File: config.mk
export PLATFORM = sky130hd
export DESIGN_NAME = xnor_correlator
export DESIGN_NICKNAME = d
export VERILOG_FILES = /design/src/rtl/xnor_pkg.sv /design/src/rtl/xnor_popcount.sv /design/src/rtl/xnor_correlator.sv
export SDC_FILE = /design/constraint.sdc
export NUM_CORES = 1
export LEC_CHECK = 0
export ABC_CLOCK_PERIOD_IN_PS = 6300
export CAP_MARGIN = 20
export CORE_MARGIN = 2
export CORE_UTILIZATION = 35
export DETAILED_ROUTE_END_ITERATION = 10
export PLACE_DENSITY = 0.71
export RECOVER_POWER = 100
export SLEW_MARGIN = 10
export SYNTH_ARGS = -nofsm -noshare
export SYNTH_HDL_FRONTEND = slang
export SYNTH_HIERARCHICAL = 1
export SYNTH_SLANG_ARGS = --single-unit
File: constraint.sdc
create_clock -name clk -period 6.3 [get_ports clk]
set_input_delay 1.575 -clock clk [delete_from_list [all_inputs] [get_ports clk]]
set_output_delay 1.575 -clock clk [all_outputs]
set_load 0.05 [all_outputs]
File: src/rtl/xnor_pkg.sv
// Shared constants and helpers for the XNOR pattern correlator.
// The match counter is built only when XNOR_CORR_COUNT_EN is defined.
package xnor_pkg;

    localparam int DEF_WIDTH = 8;
    localparam int DEF_CNT_W = 8;

    // Bits needed to hold a count in the range 0..w.
    function automatic int sw_bits(input int w);
        return $clog2(w + 1);
    endfunction

    // Increment v, holding at the all-ones value of a w-bit counter.
    function automatic logic [63:0] sat_inc(input logic [63:0] v, input int w);
        logic [63:0] lim;
        lim = (w >= 64) ? '1 : ((64'd1 << w) - 64'd1);
        return (v >= lim) ? lim : v + 64'd1;
    endfunction

endpackage

File: src/rtl/xnor_popcount.sv
// Combinational population count of a WIDTH-bit agreement vector.
// Used by xnor_correlator (XNOR_CORR_COUNT_EN has no effect here).
module xnor_popcount
    import xnor_pkg::*;
#(
    parameter int WIDTH = DEF_WIDTH,
    localparam int SW = sw_bits(WIDTH)
) (
    input  logic [WIDTH-1:0] bits,
    output logic [SW-1:0]    count
);

    always_comb begin
        count = '0;
        for (int i = 0; i < WIDTH; i++) begin
            count = count + SW'(bits[i]);
        end
    end

endmodule

File: src/rtl/xnor_correlator.sv
// Streaming XNOR correlator: serial window vs. pattern, score, match pulse.
// Define XNOR_CORR_COUNT_EN to build the saturating match counter.
module xnor_correlator
    import xnor_pkg::*;
#(
    parameter int WIDTH = DEF_WIDTH,
    parameter int CNT_W = DEF_CNT_W,
    localparam int SW = sw_bits(WIDTH)
) (
    input  logic             clk,
    input  logic             rst,
    input  logic             clear,
    input  logic             din_valid,
    input  logic             din,
    input  logic [WIDTH-1:0] pattern,
    input  logic [SW-1:0]    threshold,
    output logic [SW-1:0]    score,
    output logic             score_valid,
    output logic             match,
    output logic [CNT_W-1:0] match_count
);

    // din_valid is a plain qualifier with no backpressure: every edge with
    // din_valid=1 and clear=0 accepts din; score_valid/match are one-cycle
    // pulses the consumer must take on the cycle they appear.
    logic [WIDTH-1:0] sr;
    logic [SW-1:0]    fill;
    logic             s1_valid;
    logic [WIDTH-1:0] agree;
    logic [SW-1:0]    pc;
    logic             hit;

    assign agree = ~(sr ^ pattern);
    assign hit   = s1_valid && (pc >= threshold);

    xnor_popcount #(.WIDTH(WIDTH)) u_popcount (
        .bits  (agree),
        .count (pc)
    );

    always_ff @(posedge clk or posedge rst) begin
        if (rst) begin
            sr          <= '0;
            fill        <= '0;
            s1_valid    <= 1'b0;
            score       <= '0;
            score_valid <= 1'b0;
            match       <= 1'b0;
        end else if (clear) begin
            // score deliberately keeps its last value across a flush
            sr          <= '0;
            fill        <= '0;
            s1_valid    <= 1'b0;
            score_valid <= 1'b0;
            match       <= 1'b0;
        end else begin
            if (din_valid) begin
                sr <= {sr[WIDTH-2:0], din};
                if (fill != SW'(WIDTH)) fill <= fill + 1'b1;
            end
            s1_valid    <= din_valid && (fill >= SW'(WIDTH - 1));
            score_valid <= s1_valid;
            match       <= hit;
            if (s1_valid) score <= pc;
        end
    end

`ifdef XNOR_CORR_COUNT_EN
    logic [CNT_W-1:0] count_q;

    always_ff @(posedge clk or posedge rst) begin
        if (rst) begin
            count_q <= '0;
        end else if (clear) begin
            count_q <= '0;
        end else if (hit) begin
            count_q <= CNT_W'(sat_inc(64'(count_q), CNT_W));
        end
    end

    assign match_count = count_q;
`else
    assign match_count = '0;
`endif

endmodule

## After elaboration in Yosys (flattened, before gate mapping)

Cells that the tools add are included.

- Flip-flop bits (word level): 19
- Input port bits: 17
- Output and inout bits: 14

- $add $sub $neg: 8
- $lt $le $gt $ge: 2
- Eq/ne operators: 1
- Muxes and demuxes: 8
- Bitwise gates (word level): 3
- Reduce and logical (&&, ||, !) cells: 6

Operators by type and width:

| cell | count |
|---|---|
| 4-bit by 1-bit adder with 4-bit output | 6 |
| 8-bit 2-to-1 mux | 2 |
| 4-bit 2-to-1 mux | 3 |
| 8-bit inverter | 1 |
| 8-bit bitwise XOR | 1 |
| 4-bit by 1-bit adder with 4-bit output (second input constant) | 1 |
| 4-bit by 3-bit greater-or-equal comparator with 1-bit output (second input constant) | 1 |
| 4-bit greater-or-equal comparator | 1 |
| 4-bit inequality test (second input constant) | 1 |
| 2-bit AND reduction | 2 |
| 2-bit nonzero test | 2 |
| 1-bit 2-to-1 mux | 3 |
| 1-bit by 1-bit adder with 2-bit output | 1 |
| 1-bit logical AND | 2 |
| 1-bit inverter | 1 |

## Logic depth before layout (Yosys ltp)

Gate-level depths: netlist (run 1).

- Word-level depth: 12
- Depth in mapped cells: 14

## Modules after synthesis

The synthesis (run 1) kept the hierarchy.

By module, submodules not included:

| module | times used | cells each | area an instance (µm²) | sequential area each (µm²) |
|---|---|---|---|---|
| xnor_correlator | 1 | 96 | 1048.5 | 475.5 |
| xnor_popcount | 1 | 24 | 190.2 | 0.0 |

## Least setup slack after synthesis (run 1)

OpenSTA, ideal clock, no wires.

- Path kind: input port to flip-flop
- From: input port pattern[0]
- To: register match
- Library setup time: 0.123 ns
- Data arrival time: 4.440 ns
- Path slack: 1.737 ns
- Cell stages on the path: 14
- Path buffers: 0
- Cells stage by stage: xnor2_1 -> inv_1 -> fa_1 -> fa_1 -> fa_1 -> inv_1 -> ha_1 -> inv_1 -> fa_1 -> inv_1 -> ha_1 -> o21ai_0 -> a21o_1 -> a21oi_1

- Word-level cells in the longest chain between the ends: 12

RTL lines:

| item | line | RTL |
|---|---|---|
| from (decl) | xnor_correlator.sv:15 | `input logic [WIDTH-1:0] pattern,` |
| 8-bit bitwise XOR | xnor_correlator.sv:33 | `assign agree = ~(sr ^ pattern);` |
| 8-bit inverter | xnor_correlator.sv:33 |  |
| 1-bit by 1-bit adder with 2-bit output | xnor_popcount.sv:16 | `count = count + SW'(bits[i]);` |
| 4-bit by 1-bit adder with 4-bit output (6 in a row) | xnor_popcount.sv:16 |  |
| via pc[1] | xnor_correlator.sv:30 | `logic [SW-1:0] pc;` |
| 4-bit greater-or-equal comparator | xnor_correlator.sv:34 | `assign hit = s1_valid && (pc >= threshold);` |
| 1-bit logical AND | xnor_correlator.sv:34 |  |
| 1-bit 2-to-1 mux | xnor_correlator.sv:49 | `end else if (clear) begin` |
| to (signal assigned) | xnor_correlator.sv:63 | `match <= hit;` |
| to (decl) | xnor_correlator.sv:19 | `output logic match,` |

The timed path passes the listed nets, and every way through them passes these cells.
A chain may end at the register's enable or synchronous reset.

## Worst setup path in the final report (run 1)

- From: input port pattern[1]
- To: register match

- Word-level cells in the longest chain between the ends: 12

RTL lines:

| item | line | RTL |
|---|---|---|
| 8-bit bitwise XOR | xnor_correlator.sv:33 |  |
| 8-bit inverter | xnor_correlator.sv:33 |  |
| via agree[1] | xnor_correlator.sv:29 | `logic [WIDTH-1:0] agree;` |
| 1-bit by 1-bit adder with 2-bit output | xnor_popcount.sv:16 |  |
| 4-bit by 1-bit adder with 4-bit output (6 in a row) | xnor_popcount.sv:16 |  |
| via pc[1] | xnor_correlator.sv:30 |  |
| 4-bit greater-or-equal comparator | xnor_correlator.sv:34 |  |
| 1-bit logical AND | xnor_correlator.sv:34 |  |
| 1-bit 2-to-1 mux | xnor_correlator.sv:49 |  |

The timed path passes the listed nets, and every way through them passes these cells.

==> results.txt, run 1 <==
Once the floorplan was initialized, standard cells occupied a little under two fifths of the core. The via count of the first global-routing pass came to 876. The total negative slack for setup checks is 0 ns. At the end of routability-driven placement, the weighted congestion stood at 0.775. The layout overhead on the synthesized area came out at 18.8%.

The synthesized design contains 0 enable-type register cells. The die outline height is roughly 63 um. The remaining routing DRC violations is 0. The total I/O pin count is 31. CTS placed an instance of clkbuf_4 at the clock tree root. The average instance area after synthesis is ~10 um^2. The mean number of vias per cell came out at approximately 4.3.

In this run the standard cell core region covers ~0.0034 mm^2. The clock arrives with between 0.0004 and 0.0005 ns of skew. The headroom to the max-slew limit is a little over 50%. The CTS tree is yes. The cell with the most instances after synthesis is inv_1. Setup violations remaining at the end of the flow were counted as 0. The number of distinct library cell variants in the gate-level netlist after synthesis is 23.

Counting flops with an async set or reset pin after synthesis yields a share of 100%. The clock sink total came out at 19. The worst hold slack after final layout came out at approximately 0.50 ns. Of all nets on the critical path, the largest fanout is 2. Dividing total power by cell area gives a power density of 206 mW/mm^2.

The final route contains roughly 810 vias. The number of register bits inferred by synthesis is 19. The number of buffers inserted during clock tree synthesis is 3. The insertion delay of the later-clocked pin in the worst-skew pair came out at 0.29 ns. The most used flip-flop cell after synthesis is dfrtp_1.

The HPWL after detailed placement is roughly 1600 um. The layout has 344 filler cells. In this run the worst setup path begins at pattern[1].

The number of max-slew violations in the final report is 0. The count of endpoints failing hold in the final timing report is 0. After the last flow step, the layout net total stands at 173. The clock tree buffer depth is 2.

The H-tree depth is 1. The sum of overflow across all layers after global routing came out at 0. Counting every instance in the synthesized netlist gives 120. The flow ran to the end, and the final reports show no timing, DRC or antenna violations. The final routed wire length divided by cell count came out at about 11 um. The wire length reported by the detailed router is 2050 um. The number of antenna violations at the first check in global routing is 0. The total track usage came out at about an eighth.

In this run the remaining antenna-violating nets after routing total 0. The sequential-to-total area share from yosys stat came out at approximately two fifths. The clock transition at the register clock pins on the worst setup and hold paths after CTS came out at approximately 0.11 ns. The maximum clock rate is about 200 MHz. The worst setup path is launched from a primary input.

The die covers a little over 0.004 mm^2. The arrival time at the worst endpoint is between 5 and 6 ns. The total number of placement rows came out at 21. Setup repair after global routing left no endpoint under its margin. By area the synthesized netlist is led by dfrtp_1 38%, ha_1 9.1%, mux2i_1 7.3%.

At the end of the flow the core is filled with cells to ~44%. The startpoint identified for the worst register-to-register timing path is sr[0]. Of the cells placed in the final design, the portion with a size suffix greater than 1 is 2.82%. The number of buffers added to fix hold violations after cts is 0. In this run the most critical hold path is launched from score[3]. The minimum period implied by the final worst setup slack is between 4 and 5 ns.

The post-synthesis instance area came out at 0.00124 mm^2. The ratio of final minimum period to clock period came out at between 70% and 80%. The critical path data required time came out at 6.49 ns.

By count the netlist is led by 21 x inv_1, 19 x dfrtp_1, 13 x nor2_1. Entering global routing, the biggest net connects 20 pins. The register area came out at 475 um^2. The critical path class is primary input to register.

The wire length of the first global-routing pass came out at approximately 3800 um. The worst setup path is captured at a register. The transition time of the tightest slew-check pin is 0.741 ns. 0 antenna diodes ended up in the layout.

The Yosys warning count came out at 6. The footprint of the multi-input gates came out at roughly 600 um^2. The starting DRC count in detailed routing is 9. In this run the static leakage power is 0.759 nW. The first detailed-routing pass took 4 iterations. dfrtp_1 takes more of the synthesized area than any other cell. The number of buffers added on ports is 22.

In this run the horizontal extent of the chip is around 63 um. The post-CTS resize count came out at 0. The class of the tightest hold or removal check is register to register. The setup fix buffers added after clock tree synthesis is 0. Summed over its instances, the top area cell type makes up between 30% and 40% of the synthesized netlist area. Max-cap violations in this run came to 0.

The worst IR drop on VDD is 81.7 uV.
-- worst max-delay path, stage by stage --
cell and delay [ns]:
dlygate4sd3_1 0.55, xnor2_1 0.13, inv_1 0.07, fa_1 0.47
fa_1 0.51, fa_1 0.41, inv_1 0.08, ha_1 0.16
inv_1 0.06, fa_1 0.49, inv_1 0.06, ha_1 0.27
o21ai_0 0.17, a21o_1 0.10, a21oi_1 0.05
-- registers in the layout (all words and copies together) (netlist names) --
signal       flops
s1_valid         1
fill             4
score_valid      1
sr               8
score            4
match            1
-- area by class of cell --
cell class | count | share of cell area [%]
well taps | 46 | 3.91
inverters | 21 | 5.36
multi-input cells | 76 | 41.7
clock buffers | 4 | 1.79
repair buffers | 22 | 15.0
flip-flops and latches | 19 | 32.3
-- path summary, 6_finish.rpt --
check | depth (start not counted) | slack (ns) | end
max | 15 | 1.36 | match
min | 1 | 0.50 | score[3]
max reg2reg | 14 | 2.71 | match
min reg2reg | 1 | 0.50 | score[3]
max in group asynchronous | 2 | 4.00 | sr[5]
min in group asynchronous | 2 | 1.84 | score[3]
-- cells by family (layout without fill, tap and decap cells) --
kind of cell | after synthesis | count (layout) | synth area share [%]
mux | 14 | 14 | 13.3
buf+inv | 32 | 47 | 13.0
flops | 19 | 19 | 38.4
other cells | 1 | 8 | 0.303
xor+xnor | 10 | 10 | 7.07
simple gates | 23 | 23 | 8.69
fa+ha+maj | 13 | 13 | 15.6
compound gates | 8 | 8 | 3.64
-- where the power goes --
part | switching (W) | total, W | internal (W)
Clock | 0.0000382 | 0.0000629 | 0.0000246
Sequential | 0.00000287 | 0.000128 | 0.000126
Combinational | 0.0000643 | 0.000112 | 0.0000473
-- per-stage QoR --
step | total power [W] | setup slack, ns | cells | cell area [um^2]
after CTS | 0.000313 | 1.42 | 188 | 1490
after detailed placement | 0.000248 | 1.08 | 184 | 1460
after global placement | 0.000242 | 1.18 | 184 | 1460
after global routing | 0.000333 | 1.04 | 188 | 1470
final | 0.000303 | 1.36 | 188 | 1470
after floorplan | 0.000219 | 1.74 | 127 | 1260
-- layer usage --
metal  vias up  track usage, %  routed length (um)
met5         -               0                   0
met4         0            3.26                   0
met1       394            15.1                 963
met2        14            20.0                1020
li1        399               -                   -
met3         0            2.32                  70
-- cells in the final DEF (no fill, tap or decap), drive strengths merged --
master | synthesis | layout
inv | 21 | 21
dfrtp | 19 | 19
nor2 | 13 | 13
clkdlybuf4s50 | 0 | 12
dlygate4sd3 | 0 | 10
mux2i | 9 | 9
xnor2 | 9 | 9
ha | 9 | 9
conb | 1 | 8
mux2 | 5 | 5
a21oi | 4 | 4
fa | 4 | 4
clkbuf | 1 | 4
nand2 | 3 | 3
nor2b | 2 | 2
nand2b | 2 | 2
o21ai | 2 | 2
o21a | 1 | 1
nand4 | 1 | 1
xor2 | 1 | 1
nor3b | 1 | 1
a21o | 1 | 1
or3b | 1 | 1
Note: power is estimated with default switching activity, not from simulation.
==> run 2: changes to the inputs <==
--- a/config.mk
+++ b/config.mk
@@ -5,7 +5,7 @@
 export SDC_FILE = /design/constraint.sdc
 export NUM_CORES = 1
 export LEC_CHECK = 0
-export ABC_CLOCK_PERIOD_IN_PS = 6300
+export ABC_CLOCK_PERIOD_IN_PS = 4600
 export CAP_MARGIN = 20
 export CORE_MARGIN = 2
 export CORE_UTILIZATION = 35
==> constraint.sdc (replaced) <==
create_clock -name clk -period 4.6 [get_ports clk]
set_input_delay 1.15 -clock clk [delete_from_list [all_inputs] [get_ports clk]]
set_output_delay 1.15 -clock clk [all_outputs]
set_load 0.05 [all_outputs]
==> run 2 against run 1 <==
  * Hold slack worse by 0.0029 ns
  * Clock skew is 0.0051 ns higher
  * Die area is the same
  * Largest power group unchanged
  * Routed wire length is 0.34% lower
  * Critical path type unchanged
==> results.txt, run 2 (synthesis gave the netlist of run 1 again) <==
The run finished with clean final reports. In this run the deepest clock path goes through 2 buffers. sr holds more flip-flops than any other register. The clock arrives with roughly 0.0056 ns of skew. The top fanout value on the critical path is 2. In the layout the commonest cells are 21 x inv_1, 19 x dfrtp_1, 13 x nor2_1, 13 x clkdlybuf4s50_1. The largest net degree at the start of global routing came out at 20. For this run the aggregate overflow at the end of global routing stands at 0. The die boundary width is about 63 um.

The worst setup path is captured at a register. Once placement finished, the instance area stood at 0.00146 mm^2. The headroom to the max-slew limit is 50.7%. The worst IR drop on VDD came out at ~110 uV. The HPWL after detailed placement is about 1700 um.

The library cell contributing the largest single delay on the critical path is fa_1. The mean number of vias per cell came out at ~4.2. The routability congestion estimate came out at about 0.74.

The cell at the root of the clock tree is clkbuf_4. The final routed wire length divided by cell count is between 10 and 15 um. The clock sink total is 19. The via count of the first global-routing pass came out at 802. The number of max-slew violations in the final report is 0. The ratio of final minimum period to clock period came out at between 90 and 100%.

The post-layout net count is roughly 170. The clock transition at the register clock pins on the worst setup and hold paths after CTS is about 0.11 ns. For this run, design rule violations remaining after detail routing come to 0. The final antenna-violating net count is 0.

In this run the number of H-tree levels came out at 1. The largest registers in the layout are sr (8), fill (4), score (4). The critical path in this run is classified as primary input to register.

The number of buffers inserted during clock tree synthesis came out at 3. Walking the worst path, the cells encountered are clkdlybuf4s50_1 -> xnor2_1 -> inv_1 -> fa_1 -> fa_1 -> fa_1 -> inv_1 -> ha_1 -> inv_1 -> fa_1 -> inv_1 -> ha_1 -> o21ai_0 -> a21o_1 -> a21oi_1. The maximum clock rate is ~230 MHz.

The number of antenna violations at the first check in global routing was 0. The number of buffers added to fix hold violations after cts is 0. The most common cell after layout, fill and taps aside is inv_1. For this design the ratio of total power to cell area is 284 mW/mm^2. The number of buffers added on ports came out at 22. The insertion delay of the later-clocked pin in the worst-skew pair came out at ~0.30 ns.

The total track usage came out at 11.1%. The max-capacitance violation count is 0. The total negative slack for setup checks came out at 0 ns. Data on the critical path arrives at its endpoint at 4.61 ns. TritonCTS built the clock tree. The number of diodes is 0.

The setup slack after layout came out at 0.186 ns. The wire length reported by the detailed router came out at approximately 2000 um. Cells with a size suffix above 1 make up 2.82% of the layout. The overall die area is slightly above 0.004 mm^2. The class of the tightest hold or removal check is register to register. The flip-flop count of the largest register, all copies and words added came out at 8. For the worst setup path, the data required time is approximately 4.8 ns. Setup violations remaining at the end of the flow were counted as 0.

In this design, the stage delay of the slowest critical-path cell is ~0.55 ns. The critical path launch point type is a primary input. The wire length of the first global-routing pass is 3480 um.

The total I/O pin count came out at 31. The worst slack after detailed placement came out at -0.173 ns. The count of endpoints failing hold in the final timing report is 0. The count of TritonRoute iterations in the first routing pass is 4. The effective utilization at floorplan came out at between 30 and 40%. The core footprint came out at around 0.0034 mm^2. The setup fix buffers added after clock tree synthesis came out at 0. The minimum period implied by the final worst setup slack came out at between 4 and 5 ns.

The area of all placed cells without fillers came out at around 0.0015 mm^2. In this run the static leakage power is 0.758 nW. The starting DRC count in detailed routing is 21. Setup repair after global routing left no endpoint under its margin. The die outline height came out at 63.5 um. The layout overhead on the synthesized area came out at 18.8%.

The total number of placement rows is 21. The post-CTS resize count came out at 0. The total number of vias came out at 798. At the pin with the least slew margin, the transition time is roughly 0.74 ns.
run 2: changes by cell type in the layout (fill, tap and decap cells not counted):
cell             before  now
clkdlybuf4s50_1      12   13
dlygate4sd3_1        10    9
run 2: final timing paths:
check                      slack, ns        to  depth (start not counted)  startpoint
min reg2reg                     0.50  score[2]                          1    score[2]
max in group asynchronous       2.73   fill[0]                          2         rst
min                             0.50  score[2]                          1    score[2]
max                             0.19     match                         15  pattern[0]
min in group asynchronous       1.41  score[2]                          2         rst
max reg2reg                     1.04     match                         14       sr[0]
run 2: worst max-delay path, delay by kind of cell:
family,cells,cell delay (ns)
AOI/OAI and AO/OA,3,0.32
xor gates and xnor gates,1,0.11
adders and majority gates,6,2.31
buffers and inverters,5,0.72
run 2: per-stage QoR:
| stage | utilization, % | instances | hold WS (ns) | total power (W) |
|---|---|---|---|---|
| final | 43.8 | 188 | 0.498 | 0.000418 |
| after global routing | 43.8 | 188 | 0.536 | 0.000453 |
| after CTS | 44.2 | 188 | 0.532 | 0.000431 |
| after detailed placement | 43.4 | 184 | 0.504 | 0.000341 |
| after global placement | 43.4 | 184 | 0.497 | 0.000330 |
| after floorplan | - | 127 | 0.507 | 0.000300 |
run 2: layout make-up:
class,instances,area [um^2]
clock buffer,4,26.3
tap,46,57.6
timing repair buffer,22,220
fill,373,1890
multi-input combinational,76,613
inverter,21,78.8
sequential,19,475
run 2: layer usage:
metal	global-route usage, %	wire (um)
met5	0	0
met3	2.32	78
met4	4.89	29
met1	14.0	921
met2	18.3	1020
run 2: where the power goes:
group | total, W | switching, W | internal (W)
clock | 0.0000876 | 0.0000538 | 0.0000338
sequential | 0.000176 | 0.00000384 | 0.000172
combinational | 0.000154 | 0.0000892 | 0.0000652
==> run 3: changes to the inputs <==
--- a/config.mk
+++ b/config.mk
@@ -6,7 +6,6 @@
 export NUM_CORES = 1
 export LEC_CHECK = 0
 export ABC_CLOCK_PERIOD_IN_PS = 4600
-export CAP_MARGIN = 20
 export CORE_MARGIN = 2
 export CORE_UTILIZATION = 35
 export DETAILED_ROUTE_END_ITERATION = 10
==> results of run 3 <==
No change in the layout: final DEF, timing and power equal those of run 2.
==> patch 1, RTL diff (settings of run 1) <==
The option `XNOR_CORR_COUNT_EN` is turned on by a define.
--- a/src/rtl/xnor_correlator.sv
+++ b/src/rtl/xnor_correlator.sv
@@ -1,4 +1,6 @@
 // Streaming XNOR correlator: serial window vs. pattern, score, match pulse.
 // Define XNOR_CORR_COUNT_EN to build the saturating match counter.
+`define XNOR_CORR_COUNT_EN
+
 module xnor_correlator
     import xnor_pkg::*;
Formal check against the unedited RTL: not equivalent (a bounded check fails within 10 cycles, from zero or initial values and one cycle with rst high).
==> patch 1 against run 1 <==
Global-route usage grew 0.88 points. Register-to-register slack lost 0.67 ns. Sequential cell count grew 8. Largest cell class unchanged. Area after synthesis grew 36%. Cell area grew 41%. Die area grew 33%. Clock power grew 62%. Power grew 58%. Wire length grew 55%. Combinational power grew 71%. Critical endpoint is now match_count[1]$_DFFE_PP0P_. Critical path type unchanged. Via count grew 54%. Worst setup slack lost 0.74 ns. Final cell count grew 34%.
==> patch 1: results (changes against run 1) <==
stage;metric;value;unit;change
status;status;completed;;
clock_tree;root_buffer;clkbuf_8;;
yosys;synth_ff_type;dfrtp_1;;
timing;finalClockSkew;0.007549;ns;+0.007069 ns
layout;fillers;460;;+34%
layout;fin_area;0.002077;mm^2;+41%
detailed_routing;wl;3.183;mm;+55%
layout;nets;229;;+32%
timing;hold_slack;0.5167;ns;+0.01550 ns
placement;hpwl;2.362;mm;+46%
power_and_ir_drop;p_leak;0.0009694;uW;+28%
worst_setup_path;cp_max_fo;5;;+3
detailed_routing;drtPass1Iterations;4;;unchanged
yosys;yosys-top-cells-count;dfrtp_1 (27), inv_1 (26), nor2_1 (15);;
yosys;ys_types;40;;+74%
placement;port-buffer-count;30;;+36%
power_and_ir_drop;peakVddDrop;146.6;uV;+79%
placement;place.gp.congestion;0.7874;;+1.6%
timing;max_slew.worst_pin.slew;1.039;ns;+0.2978 ns
layout;drive_gt1_share;8.629;%;+5.8 points
placement;dp_cells;246;;+34%
worst_setup_path;reg2reg_slack;2.04;ns;-0.67 ns
worst_hold_path;hold_path.class;register to register;;
detailed_routing;num_vias;1245;;+54%
grt;track_usage;12.64;%;+0.88 points
detailed_routing;route.detailed.wl_per_inst;12.68;um;+16%
worst_setup_path;arrival;5.80;ns;+0.67 ns
yosys;syn_area_per_cell;10.12;um^2;-1.9%
detailed_routing;drt_iter0_markers;86;;+77
clock_tree;cts_buffers;3;;unchanged
yosys;synth_area_leaders;dfrtp_1 (40%), ha_1 (7.4%), inv_1 (5.8%);;
grt;grt_pass1_wl;5.375;mm;+42%
==> patch 1: cell types whose count changed after synthesis, moves of 5 or more <==
cell / before / now
buf_4: 9 / 1
dfrtp_1: 19 / 27
inv_1: 21 / 26
mux2_4: 5 / 0
nand3_1: 0 / 5
==> patch 1: power breakdown <==
group | switching [uW] | total, uW | internal (uW)
Clock | 57.1 | 102 | 44.4
Combinational | 118 | 192 | 73.6
Sequential | 5.01 | 187 | 182
==> patch 1: cells by family after synthesis <==
kind of cell | Yosys count | share of synthesized area, %
XOR/XNOR | 11 | 5.733
multiplexers | 13 | 8.042
AO/OA/AOI/OAI | 21 | 10.13
adder cells (fa/ha/maj) | 14 | 12.21
buffers and inverters | 32 | 7.520
flip-flops | 27 | 40.21
AND/OR/NAND/NOR | 48 | 16.16
==> patch 1: critical path, cell delays in order <==
cell	delay [ns]
dlygate4sd3_1	0.55
xnor2_1	0.14
inv_1	0.08
fa_1	0.56
fa_1	0.45
fa_1	0.44
inv_1	0.06
ha_1	0.16
inv_1	0.06
fa_1	0.37
xnor2_1	0.26
ha_1	0.27
o21ai_0	0.13
and2b_1	0.22
nor3_2	0.31
a311oi_1	0.15
==> patch 1: worst max path at each step <==
stage,from,to,slack [ns],depth (start not counted)
floorplan,pattern[0],match_count[0]$_DFFE_PP0P_,1.29,15
global placement,pattern[0],match_count[1]$_DFFE_PP0P_,0.59,16
detailed placement,pattern[0],match_count[1]$_DFFE_PP0P_,0.49,16
CTS,pattern[0],match_count[1]$_DFFE_PP0P_,0.79,16
global route,pattern[0],match_count[1]$_DFFE_PP0P_,0.32,16
finish,pattern[0],match_count[1]$_DFFE_PP0P_,0.62,16
==> patch 1: layer usage <==
metal	up-vias	share of wire, %	routed length, um	global-route usage (%)
met5	-	0	0	0
li1	621	-	-	-
met1	595	48	1524	16.70
met2	27	48	1530	22.02
met3	2	3.8	121	2.881
met4	0	0.19	6	1.212
==> patch 1: layout make-up <==
cell class | count | area share (%)
Clock buffer | 3 | 1.988
Sequential cell | 27 | 32.53
Multi-Input combinational cell | 107 | 42.29
Inverter | 27 | 4.880
Clock inverter | 1 | 0.2410
Tap cell | 54 | 3.253
Timing Repair Buffer | 32 | 14.82
==> patch 1: through the flow <==
step	setup slack, ns	power (uW)
2_1_floorplan	1.294	336.3
3_3_place_gp	0.5913	382.5
3_5_place_dp	0.4944	384.1
4_1_cts	0.7933	487.4
5_1_grt	0.3155	510.9
6_report	0.6215	479.8
==> patch 2, RTL diff (settings of run 1) <==
Without the edit above. Register the inputs `din_valid`, `din`, `pattern` and `threshold` before use, without a reset. The logic sees them one clock later. The other inputs are not delayed to match. Comments in the files are not updated.
--- a/src/rtl/xnor_correlator.sv
+++ b/src/rtl/xnor_correlator.sv
@@ -21,4 +21,16 @@
 );
 
+    logic din_valid_q;
+    logic din_q;
+    logic [WIDTH-1:0] pattern_q;
+    logic [SW-1:0] threshold_q;
+
+    always_ff @(posedge clk) begin
+        din_valid_q <= din_valid;
+        din_q       <= din;
+        pattern_q   <= pattern;
+        threshold_q <= threshold;
+    end
+
     // din_valid is a plain qualifier with no backpressure: every edge with
     // din_valid=1 and clear=0 accepts din; score_valid/match are one-cycle
@@ -31,6 +43,6 @@
     logic             hit;
 
-    assign agree = ~(sr ^ pattern);
-    assign hit   = s1_valid && (pc >= threshold);
+    assign agree = ~(sr ^ pattern_q);
+    assign hit   = s1_valid && (pc >= threshold_q);
 
     xnor_popcount #(.WIDTH(WIDTH)) u_popcount (
@@ -55,9 +67,9 @@
             match       <= 1'b0;
         end else begin
-            if (din_valid) begin
-                sr <= {sr[WIDTH-2:0], din};
+            if (din_valid_q) begin
+                sr <= {sr[WIDTH-2:0], din_q};
                 if (fill != SW'(WIDTH)) fill <= fill + 1'b1;
             end
-            s1_valid    <= din_valid && (fill >= SW'(WIDTH - 1));
+            s1_valid    <= din_valid_q && (fill >= SW'(WIDTH - 1));
             score_valid <= s1_valid;
             match       <= hit;
Behaviour: not the same (a bounded check fails within 10 cycles, from zero or initial values and one cycle with rst high).
==> patch 2 against run 1 <==
Cell area is 23% higher. Area after synthesis is 23% higher. Sequential cell count is 14 higher. Wire length grew 16%. Worst setup slack gained 1.3 ns. Critical endpoint unchanged. Critical path depth fell by 1. Core utilization is 0.71 points higher. Power grew 67%. Highest routed layer is now met4. Final cell count increased by 12%.
==> patch 2: results (changes against run 1) <==
stage;metric;value;unit;change
layout;drive_gt1_share;5.000;%;+2.2 points
detailed_routing;drt_iter0_markers;27;;+18
yosys;ys_warn_count;6;;unchanged
placement;place.gp.congestion;0.7460;;-3.8%
yosys;ys_types;24;;+4.3%
yosys;yosysSeqAreaShare;49.75;%;+11 points
grt;grt_max_degree;20;;unchanged
timing;fin_crit;3.643;ns;-1.296 ns
clock_tree;post-cts-setup-buffers;0;;unchanged
clock_tree;clock_latency;0.28;ns;
placement;port-buffer-count;22;;unchanged
clock_tree;root_buffer;clkbuf_8;;
grt;antenna_found_initial;0;;unchanged
clock_tree;clkTransAtPathRegs;0.06;ns;-0.05 ns
power_and_ir_drop;p_leak;0.0009083;uW;+20%
clock_tree;cts_max_level;2;;+1
layout;fillers;384;;+12%
status;status;completed;;
yosys;synth_area_leaders;dfrtp_1 (31%), dfxtp_1 (18%), ha_1 (7.4%);;
placement;hpwl;1.839;mm;+13%
grt;track_usage;10.84;%;-0.91 points
timing;slew_headroom;50.51;%;about the same
worst_setup_path;arrival;3.84;ns;-1.29 ns
yosys;yosys-top-cells-count;inv_1 (21), dfrtp_1 (19), dfxtp_1 (14);;
grt;grt_pass1_wl;4.140;mm;+9.1%
layout;top_regs;pattern_q x8, sr x8;;
worst_hold_path;hold_path.class;register to register;;
clock_tree;cts_buffers;5;;+2
yosys;synth-edff-count;0;;unchanged
worst_setup_path;cp_max_fo;3;;+1
detailed_routing;route.detailed.wl_per_inst;11.39;um;+4.3%
clock_tree;cts_buffer_depth;2;;unchanged
detailed_routing;vias_per_cell;4.286;;-0.16%
layout;nets;189;;+9.2%
timing;finalClockSkew;0.003679;ns;+0.003199 ns
detailed_routing;drtPass1Iterations;4;;unchanged
grt;grt_pass1_vias;962;;+9.8%
clock_tree;cts_resized;0;;unchanged
layout;diodes;0;;unchanged
power_and_ir_drop;peakVddDrop;123.1;uV;+51%
yosys;postSynth.asyncResetShare;57.58;%;-42 points
patch 2: cell count changes after synthesis:
cell	run 1	this run
dfxtp_1	0	14
patch 2: through the flow:
step	utilization [%]	instance area, um^2	hold WS, ns	cells	total power (uW)
3_3_place_gp	42.71	1745	0.4741	202	351.4
6_report	44.46	1817	0.5024	210	505.3
3_5_place_dp	42.71	1745	0.5073	202	358.5
4_1_cts	44.92	1836	0.5215	210	520.3
5_1_grt	44.46	1817	0.5230	210	540.6
2_1_floorplan	-	1545	0.4494	141	327.2
patch 2: final timing paths:
kind                                   start                    to  cells after the start
min in group asynchronous                rst   fill[0]$_DFFE_PP0P_                      2
max in group asynchronous                rst  score[1]$_DFFE_PP0P_                      2
min                            din_q$_DFF_P_     sr[0]$_DFFE_PP0P_                      2
max                        sr[0]$_DFFE_PP0P_       match$_DFF_PP0_                     14
min reg2reg                    din_q$_DFF_P_     sr[0]$_DFFE_PP0P_                      2
max reg2reg                sr[0]$_DFFE_PP0P_       match$_DFF_PP0_                     14
patch 2: power by group:
| group | leakage, uW | total [uW] | switching, uW | internal [uW] |
|---|---|---|---|---|
| sequential | 0.000380 | 227 | 6.88 | 220 |
| clock | 0.0000455 | 158 | 69.4 | 89.0 |
| combinational | 0.000482 | 120 | 69.8 | 49.7 |
patch 2: final cells by class:
type                            count  area, um^2  area share [%]
Tap cell                           50       62.56           3.444
Multi-Input combinational cell     76       609.3           33.54
Inverter                           21       78.83           4.339
Timing Repair Buffer               22       220.2           12.12
Clock buffer                        8       90.09           4.959
Sequential cell                    33       755.7           41.60
patch 2: worst max-delay path: stages (launching register included):
cell	delay [ns]
dfrtp_1	0.41
xnor2_1	0.15
inv_1	0.07
fa_1	0.55
fa_1	0.43
fa_1	0.44
inv_1	0.08
ha_1	0.16
inv_1	0.06
fa_1	0.38
xnor2_1	0.16
ha_1	0.28
o21ai_0	0.09
a21o_1	0.16
a21oi_1	0.13
patch 2: cells by family (layout without fill, tap and decap cells):
logic type	after synthesis	after routing	share of synthesized area, %
and+or+nand+nor	23	23	7.084
muxes	14	14	10.87
adders and majority gates	13	13	12.69
other	1	8	0.2469
DFF	33	33	49.75
xor gates and xnor gates	10	10	5.766
AOI/OAI and AO/OA	8	8	2.966
buffers and inverters	32	51	10.63
patch 2: routing by layer:
| layer | wire length [um] | global-route usage [%] | vias up |
|---|---|---|---|
| met4 | 23 | 3.419 | 0 |
| met3 | 114 | 5.628 | 4 |
| met2 | 1235 | 17.67 | 22 |
| met5 | 0 | 0 | - |
| li1 | - | - | 447 |
| met1 | 1017 | 12.32 | 427 |
